File: config.mk
export PLATFORM = sky130hd
export DESIGN_NAME = i2c_req_sched
export DESIGN_NICKNAME = d
export VERILOG_FILES = /design/src/rtl/i2c_ctrl_pkg.sv /design/src/rtl/rr_arbiter_n.sv /design/src/rtl/i2c_req_sched.sv
export SDC_FILE = /design/constraint.sdc
export NUM_CORES = 1
export LEC_CHECK = 0
export CORE_MARGIN = 1.5
export CORE_UTILIZATION = 40
export DETAILED_ROUTE_END_ITERATION = 8
export GPL_ROUTABILITY_DRIVEN = 0
export PLACE_DENSITY = 0.84
export SYNTH_ARGS = -nofsm -noshare
export SYNTH_HDL_FRONTEND = slang
export SYNTH_SLANG_ARGS = --single-unit
File: constraint.sdc
create_clock -name iClk -period 2.1 [get_ports iClk]
set_clock_uncertainty 0.1 [all_clocks]
set_input_delay 0.21 -clock iClk [delete_from_list [all_inputs] [get_ports iClk]]
set_output_delay 0.21 -clock iClk [all_outputs]
set_load 0.05 [all_outputs]
File: src/rtl/i2c_ctrl_pkg.sv
// rtl/i2c_ctrl_pkg.sv - shared encodings and helpers for the I2C request scheduler
//
// Purpose: FSM state encodings, read/write encoding, latched command layout
//          and a counter-width helper used by the scheduler and its arbiter.
// Ports:   none (package).
package i2c_ctrl_pkg;

  localparam logic [2:0] ST_IDLE  = 3'd0;
  localparam logic [2:0] ST_LATCH = 3'd1;
  localparam logic [2:0] ST_ISSUE = 3'd2;
  localparam logic [2:0] ST_WAIT  = 3'd3;
  localparam logic [2:0] ST_GAP   = 3'd4;
  localparam logic [2:0] ST_RESP  = 3'd5;

  localparam logic RW_READ  = 1'b1;
  localparam logic RW_WRITE = 1'b0;

  typedef struct packed {
    logic       rw;
    logic [6:0] addr;
    logic [7:0] offset;
    logic [7:0] wdata;
  } cmd_t;

  // Bits needed to hold values 0..maxCount-1, never less than one bit.
  function automatic int ctrWidth(input int maxCount);
    return (maxCount <= 2) ? 1 : $clog2(maxCount);
  endfunction

endpackage

File: src/rtl/rr_arbiter_n.sv
// rtl/rr_arbiter_n.sv - combinational round-robin one-hot winner selection
//
// Purpose: returns the first set request bit at or after ivPtr+1, wrapping
//          modulo N_REQ. ovGnt is all-zero when no request is set.
// Ports:
//   ivReq  in  N_REQ  request vector
//   ivPtr  in  IDX_W  index of the most recently served requester
//   ovGnt  out N_REQ  one-hot winner
module rr_arbiter_n
  import i2c_ctrl_pkg::*;
#(
  parameter int N_REQ = 4,
  parameter int IDX_W = ctrWidth(N_REQ)
) (
  input  logic [N_REQ-1:0] ivReq,
  input  logic [IDX_W-1:0] ivPtr,
  output logic [N_REQ-1:0] ovGnt
);

  // One extra bit so ptr+k (at most 2*N_REQ-1) never overflows before the wrap.
  localparam int SUM_W = IDX_W + 1;

  logic [SUM_W-1:0] pos;
  logic             found;

  always_comb begin
    ovGnt = '0;
    found = 1'b0;
    pos   = '0;
    for (int k = 1; k <= N_REQ; k++) begin
      pos = {1'b0, ivPtr} + SUM_W'(k);
      if (pos >= SUM_W'(N_REQ)) begin
        pos = pos - SUM_W'(N_REQ);
      end
      if (!found && ivReq[pos[IDX_W-1:0]]) begin
        ovGnt[pos[IDX_W-1:0]] = 1'b1;
        found = 1'b1;
      end
    end
  end

endmodule

File: src/rtl/i2c_req_sched.sv
// rtl/i2c_req_sched.sv - round-robin scheduler sharing one I2C master among N requesters
//
// Purpose: grants one requester at a time, latches its command, strobes the
//          master engine, retries on NACK after a gap, aborts on watchdog
//          timeout and returns a per-requester done pulse with error flag.
// Ports:
//   iClk, iRstn                  clock, async active-low reset
//   ivReq/ivRW                   per-requester level request and direction
//   ivAddr/ivOffset/ivWData      per-requester packed command fields
//   ovGnt                        one-hot grant held for the whole transaction
//   ovDone/oErr/ovRData          completion pulse, error flag, last good read byte
//   oMstStart/oMstRW/ovMstAddr/ovMstOffset/ovMstWData  command to master engine
//   iMstBusy/iMstDone/iMstNack/ivMstRData               status from master engine
module i2c_req_sched
  import i2c_ctrl_pkg::*;
#(
  parameter int N_REQ       = 4,
  parameter int MAX_RETRY   = 3,
  parameter int RETRY_GAP   = 256,
  parameter int TIMEOUT_CYC = 65535
) (
  input  logic               iClk,
  input  logic               iRstn,
  input  logic [N_REQ-1:0]   ivReq,
  input  logic [N_REQ-1:0]   ivRW,
  input  logic [N_REQ*7-1:0] ivAddr,
  input  logic [N_REQ*8-1:0] ivOffset,
  input  logic [N_REQ*8-1:0] ivWData,
  output logic [N_REQ-1:0]   ovGnt,
  output logic [N_REQ-1:0]   ovDone,
  output logic               oErr,
  output logic [7:0]         ovRData,
  output logic               oMstStart,
  output logic               oMstRW,
  output logic [7:0]         ovMstAddr,
  output logic [7:0]         ovMstOffset,
  output logic [7:0]         ovMstWData,
  input  logic               iMstBusy,
  input  logic               iMstDone,
  input  logic               iMstNack,
  input  logic [7:0]         ivMstRData
);

  localparam int IDX_W = ctrWidth(N_REQ);
  localparam int RTY_W = ctrWidth(MAX_RETRY + 1);
  localparam int GAP_W = ctrWidth(RETRY_GAP);
  localparam int TO_W  = ctrWidth(TIMEOUT_CYC);

  logic [2:0]       state;
  logic [IDX_W-1:0] ptr;
  logic [IDX_W-1:0] gntIdx;
  logic [RTY_W-1:0] retryCnt;
  logic [GAP_W-1:0] gapCnt;
  logic [TO_W-1:0]  toCnt;
  logic [N_REQ-1:0] arbGnt;
  cmd_t             selCmd;

  function automatic logic [IDX_W-1:0] oneHotIdx(input logic [N_REQ-1:0] oh);
    logic [IDX_W-1:0] idx;
    idx = '0;
    for (int i = 0; i < N_REQ; i++) begin
      if (oh[i]) begin
        idx = IDX_W'(i);
      end
    end
    return idx;
  endfunction

  rr_arbiter_n #(
    .N_REQ (N_REQ),
    .IDX_W (IDX_W)
  ) uArb (
    .ivReq (ivReq),
    .ivPtr (ptr),
    .ovGnt (arbGnt)
  );

  // Granted requester's fields, sampled only in LATCH.
  always_comb begin
    selCmd = '0;
    for (int i = 0; i < N_REQ; i++) begin
      if (gntIdx == IDX_W'(i)) begin
        selCmd.rw     = ivRW[i];
        selCmd.addr   = ivAddr[7*i +: 7];
        selCmd.offset = ivOffset[8*i +: 8];
        selCmd.wdata  = ivWData[8*i +: 8];
      end
    end
  end

  always_ff @(posedge iClk or negedge iRstn) begin
    if (!iRstn) begin
      state       <= ST_IDLE;
      ptr         <= '0;
      gntIdx      <= '0;
      retryCnt    <= '0;
      gapCnt      <= '0;
      toCnt       <= '0;
      ovGnt       <= '0;
      ovDone      <= '0;
      oErr        <= 1'b0;
      ovRData     <= '0;
      oMstStart   <= 1'b0;
      oMstRW      <= 1'b0;
      ovMstAddr   <= '0;
      ovMstOffset <= '0;
      ovMstWData  <= '0;
    end else begin
      oMstStart <= 1'b0;
      ovDone    <= '0;
      oErr      <= 1'b0;
      case (state)
        ST_IDLE: begin
          // A master still busy after a timeout must finish before the next grant.
          if (|ivReq && !iMstBusy) begin
            ovGnt  <= arbGnt;
            gntIdx <= oneHotIdx(arbGnt);
            state  <= ST_LATCH;
          end
        end
        ST_LATCH: begin
          oMstRW      <= selCmd.rw;
          ovMstAddr   <= {selCmd.addr, selCmd.rw};
          ovMstOffset <= selCmd.offset;
          ovMstWData  <= selCmd.wdata;
          retryCnt    <= '0;
          state       <= ST_ISSUE;
        end
        ST_ISSUE: begin
          oMstStart <= 1'b1;
          toCnt     <= '0;
          state     <= ST_WAIT;
        end
        ST_WAIT: begin
          // A done arriving on the final timeout cycle takes precedence.
          if (iMstDone) begin
            if (!iMstNack) begin
              ovDone <= ovGnt;
              if (oMstRW == RW_READ) begin
                ovRData <= ivMstRData;
              end
              state <= ST_RESP;
            end else if (retryCnt < RTY_W'(MAX_RETRY)) begin
              retryCnt <= retryCnt + RTY_W'(1);
              gapCnt   <= '0;
              state    <= ST_GAP;
            end else begin
              ovDone <= ovGnt;
              oErr   <= 1'b1;
              state  <= ST_RESP;
            end
          end else if (toCnt == TO_W'(TIMEOUT_CYC - 1)) begin
            ovDone <= ovGnt;
            oErr   <= 1'b1;
            state  <= ST_RESP;
          end else begin
            toCnt <= toCnt + TO_W'(1);
          end
        end
        ST_GAP: begin
          if (gapCnt == GAP_W'(RETRY_GAP - 1)) begin
            state <= ST_ISSUE;
          end else begin
            gapCnt <= gapCnt + GAP_W'(1);
          end
        end
        ST_RESP: begin
          ptr   <= gntIdx;
          ovGnt <= '0;
          state <= ST_IDLE;
        end
        default: begin
          state <= ST_IDLE;
        end
      endcase
    end
  end

endmodule
# Yosys cells after proc, flatten, opt, wreduce, memory -nomap -nowiden
# Index checks and enable logic that the tools add are counted.
dict set report totals {
  elab_cells 154
  output_inout_bits 43
  ramBits 0
  n_memories 0
  latchBits 0
  rom_bits 0
  ff_bits 76
}
dict set report op_classes {
  eq_ne 19
  multipliers 0
  n_shift 0
  order_cmp 13
  n_reduce_logical 26
  n_div 0
  add_sub_neg 11
  muxes 66
  bitwise_logic 4
}
# cell count
set op_table {}
lappend op_table {{two-way mux 24 bit} 4}
lappend op_table {{two-way mux 4 bit} 10}
lappend op_table {{two-way mux 16 bit} 2}
lappend op_table {{two-way mux 8 bit} 4}
lappend op_table {{case mux 16 bit (2 select lines)} 1}
lappend op_table {{two-way mux 1 bit} 20}
lappend op_table {{two-way mux 2 bit} 9}
lappend op_table {{adder 16 x 1 -> 16 bit (second input constant)} 1}
lappend op_table {{equality test 16 bit (second input constant)} 1}
lappend op_table {{!= test 2 bit (second input constant)} 8}
lappend op_table {{case mux 8 bit (2 select lines)} 1}
lappend op_table {{case mux 3 bit (5 select lines)} 1}
lappend op_table {{greater-or-equal comparator 3 bit (second input constant)} 4}
lappend op_table {{less-than comparator 2 x 3 -> 1 bit (second input constant)} 4}
lappend op_table {{two-way mux 3 bit} 4}
lappend op_table {{OR 4 bit} 3}
lappend op_table {{adder 8 x 1 -> 8 bit (second input constant)} 1}
lappend op_table {{binary-select mux 1 bit (select 2 bit)} 4}
lappend op_table {{demux 1 bit (select 2 bit)} 4}
lappend op_table {{equality test 8 bit (second input constant)} 1}
lappend op_table {{greater-or-equal comparator 2 x 1 -> 1 bit (second input constant)} 4}
lappend op_table {{logical AND 1 bit} 8}
lappend op_table {{case mux 4 bit (2 select lines)} 1}
lappend op_table {{AND reduction 4 bit} 2}
lappend op_table {{other kinds (22)} 37}

# Logic depth before layout (Yosys ltp)
# Gate-level depths: netlist of the first run.
dict set report logic_depth {
  word_depth 18
  depth_mapped 8
  depth_no_buf 7
}

# By module
# A second synthesis of the first run with hierarchy kept.
dict set report hier_totals {
  hier_cells 406
  area_unflattened_um2 4310.4
}
# mod cells_per_inst instances area_per_inst_um2
set by_module_without_submodules {}
lappend by_module_without_submodules {i2c_req_sched 368 1 3952.5}
lappend by_module_without_submodules {rr_arbiter_n 38 1 357.8}

# Least setup slack after synthesis of the first run
# OpenSTA, ideal clock, no wires.
dict set report synth_timing {
  path_type {reg2reg}
  from {register ptr[0]}
  to {register gntIdx[0]}
  setup_slack_ns -0.142
  path_stages_with_launch 9
  period_less_slack_ns 2.242
  setup_ns 0.082
  path_buffers 1
  t_required_ns 1.918
  arrival_time_ns 2.060
  cell_sequence {dfrtp_1 -> buf_6 -> inv_1 -> ha_1 -> mux4_2 -> nor4b_4 -> and2_1 -> o211ai_1 -> a31oi_1}
}
dict set report synth_between {
  elab_chain_cells 18
  elab_cells_between_ends 63
  cone_classes {add/sub: 8; order compare: 12; mux: 30; bitwise: 3; reduce/logical: 10}
}
# element line_no
set synth_lines {}
lappend synth_lines {{from (decl)} i2c_req_sched.sv:50} ;# logic [IDX_W-1:0] ptr;
lappend synth_lines {{from (signal assigned)} i2c_req_sched.sv:168} ;# ptr <= gntIdx;
lappend synth_lines {{parallel branches: the longest is 14 deep, another holds adder 2 x 1 -> 3 bit} --}
lappend synth_lines {{two-way mux 4 bit *} rr_arbiter_n.sv:35} ;# if (!found && ivReq[pos[IDX_W-1:0]]) begin
lappend synth_lines {{two-way mux 1 bit} i2c_req_sched.sv:62} ;# if (oh[i]) begin
lappend synth_lines {{two-way mux 2 bit} i2c_req_sched.sv:62}
lappend synth_lines {{two-way mux 2 bit *} i2c_req_sched.sv:62}
lappend synth_lines {{to (signal assigned)} i2c_req_sched.sv:117} ;# gntIdx <= oneHotIdx(arbGnt);
lappend synth_lines {{to (decl)} i2c_req_sched.sv:51} ;# logic [IDX_W-1:0] gntIdx;
# Every way passes the cells marked *. The select of a mux whose other input is x is not followed.
# A chain may end at the register's enable or synchronous reset.

# Worst setup path in the final report of the first run
# Same ends and word-level chain as after synthesis.

==> impl_metrics.tcl, run 1 <==
set metrics [dict create \
    setup_ws_ns -0.0187 \
    end_kind "flop" \
    fin_crit_sh 1.01 \
    tightest_slew_ns 0.550 \
    cellLeakagePower_uw 0.00254 \
    track_usage 0.212 \
    drv_cap 0 \
    violations "setup timing" \
    hold_violations 0 \
    hp-class "primary input to async pin" \
    h-tree-depth 3 \
    fp.dieH_um 105 \
    cp.arrival_ns 2.29 \
    grt_overflow_total 0 \
    avgSynthCellArea_um2 12.2 \
    syn_area_um2 4170 \
    crit_type "flop to flop" \
    cp_top_family "simple AND/OR/NAND/NOR gates" \
    clock_path_buffers 2 \
    cpMaxStageDelayCell "mux4_2" \
    first_global_vias 3783 \
    cts_tree "done" \
    viasPerCell 5.25 \
    pwr_density_cell_nw_per_um2 1390 \
    critPathLaunchType "flop" \
    syn_nets 466 \
    dpl_cell_area_um2 6050 \
    rsz0062_at_grt "yes" \
    design_area_um2 6350 \
    die_w_um 105 \
    cts.sinks 75 \
    wl_per_cell_um 16.9 \
    finalNetCount 646 \
    period_needed_ns 2.12 \
    fin_cells 662 \
    dieArea_um2 11000 \
    grt_pass1_wl_mm 18.4 \
    irDropWorstVdd_v 0.000885 \
    dp_cells 640 \
    ys.flop_type "dfrtp_1" \
    core_um2 10200 \
    io_pins 156 \
    numCtsBuffers 9 \
    synth-seq-cells 75 \
    crit_chain "buf_6, mux4_2, nor4b_4, and2_1, o211ai_1, a31oi_1" \
    total_power_uw 8850 \
    crit_required_ns 2.27 \
    drc_errors 0 \
    setup-tns-final_ns -0.0236 \
    synth-edff-count 0 \
    max_freq_mhz 472 \
    cp_num_buf_inv 1 \
    syn_inst 341 \
    drt_wl_total_mm 11.2 \
    post_route_cells_drive_above_1_share 0.245 \
    status "finished with violations" \
    drt_first_pass_iters 4 \
    grt_max_degree 76 \
    drtIter0Drc 207 \
    start_util 0.407 \
    routed-via-count 3477 \
    path_clk_slew_ns 0.08 \
    antenna_cells 0 \
    clock_tree.root_cell "clkbuf_8" \
    drv_slew 0 \
    worst-path-max-fanout 5 \
    yosysSeqAreaShare 0.451 \
    hpwl_mm 8.48 \
    preCtsSetupSlack_ns -0.163 \
    slowest_delay_ns 0.54 \
    grt_antenna_before_repair 0 \
    ys_warn_count 0 \
    clock_latency_ns 0.35 \
    relSlewSlack 0.632 \
    synthDistinctLibCells 47 \
    setup_viol_count_final 2 \
    io_buffers 155 \
    area_delta_synth_final_pct 52.4 \
    ys_async_sr_fraction 1.00 \
    antenna_left 0 \
    rows 37 \
]
cell usage in the layout, fill, tap and decap left out, types with 11 or more instances in the layout:
cell type / count
nand2_1: 25
nor2_1: 26
xnor2_1: 14
clkdlybuf4s50_1: 154
o21ai_0: 14
mux2_2: 35
buf_4: 26
mux4_2: 28
dfrtp_1: 73
ha_1: 11
metrics by stage:
step	util	hold WS (ns)
3_5_place_dp	0.591	0.176
4_1_cts	0.616	0.344
2_1_floorplan	-	-0.186
5_1_grt	0.621	0.365
6_report	0.621	0.321
3_3_place_gp	0.591	0.173
synth_stat cells, drive strengths merged (3+ instances only):
master | instances | area share
a21oi | 9 | 0.011
and3 | 4 | 0.0060
buf | 10 | 0.014
clkbuf | 8 | 0.0072
dfrtp | 75 | 0.45
ha | 12 | 0.036
inv | 7 | 0.0063
mux2 | 35 | 0.095
mux2i | 3 | 0.0072
mux4 | 28 | 0.15
nand2 | 25 | 0.023
nand3 | 9 | 0.011
nand3b | 6 | 0.011
nand4 | 4 | 0.0060
nor2 | 26 | 0.023
nor3 | 8 | 0.011
nor3b | 8 | 0.016
nor4 | 4 | 0.0060
nor4b | 3 | 0.011
o21ai | 15 | 0.018
or3 | 4 | 0.0060
xnor2 | 14 | 0.029
cell families (layout without fill, tap and decap cells):
| kind of cell | count (synthesis) | count (layout) | synth area share |
|---|---|---|---|
| AND/OR/NAND/NOR | 112 | 112 | 0.148 |
| buffers and inverters | 25 | 210 | 0.0273 |
| AO/OA/AOI/OAI | 35 | 35 | 0.0499 |
| multiplexers | 66 | 66 | 0.254 |
| flip-flops | 75 | 75 | 0.451 |
| adder cells (fa/ha/maj) | 12 | 12 | 0.0360 |
| XOR/XNOR | 16 | 16 | 0.0336 |
worst register-to-register path, delay by kind of cell, from the launching register on:
family / cells / cell delay, ns
and+or+nand+nor: 2 / 0.59
muxes: 1 / 0.54
DFF: 1 / 0.46
AOI/OAI and AO/OA: 2 / 0.24
buffers and inverters: 1 / 0.13
layer usage:
layer  vias up  part of all wire  track usage
met5         -                 0            0
met4         0             0.027       0.0930
met3        27             0.056       0.0443
met2       123              0.51        0.366
met1      1696              0.40        0.255
li1       1631                 -            -
worst paths after layout:
path / from / to / slack (ns) / cells after the start
setup / recovery: ptr[0] / gntIdx[0] / -0.02 / 6
hold / removal: iRstn / ovRData[6] / 0.32 / 3
setup reg to reg: ptr[0] / gntIdx[0] / -0.02 / 6
hold reg to reg: ovRData[6] / ovRData[6] / 0.41 / 1
max in group asynchronous: iRstn / ptr[0] / 1.23 / 3
min in group iClk: ivMstRData[5] / ovRData[5] / 0.38 / 2
registers in the layout, summed over array words and instances, names as in the netlist:
register,cells
ovRData,8
ovMstOffset,8
gapCnt,8
gntIdx,2
retryCnt,2
oMstStart,1
toCnt,16
ovGnt,4
ovMstAddr,8
oErr,1
state,3
ptr,2
ovMstWData,8
ovDone,4
where the power goes:
group          internal (uW)  switching (uW)
Sequential              1980             359
Combinational           2460            2930
Clock                    555             562
area by class of cell:
cell class,count,area (um^2)
fill,797,3880
multi-input combinational,241,2240
sequential,75,1880
timing repair buffer,187,1830
tap,136,170
clock buffer,9,124
clock inverter,7,75.1
inverter,7,28.8
timing repair:
action | CTS | global route
endpoints found under the setup margin | 5 | 10
resized for setup | 3 | 10
pin swaps | 3 | 6
buffers inserted | 4 | 1
hold endpoints to repair | 75 | 0
hold buffers | 1 | 0
(Power assumes the default switching activity.)
==> run 2, diff against run 1 <==
--- a/config.mk
+++ b/config.mk
@@ -9,6 +9,7 @@
 export CORE_UTILIZATION = 40
 export DETAILED_ROUTE_END_ITERATION = 8
 export GPL_ROUTABILITY_DRIVEN = 0
+export GPL_TIMING_DRIVEN = 1
 export PLACE_DENSITY = 0.84
 export SYNTH_ARGS = -nofsm -noshare
 export SYNTH_HDL_FRONTEND = slang
==> results of run 2 <==
Final layout, timing and power as in run 1 (identical DEF).
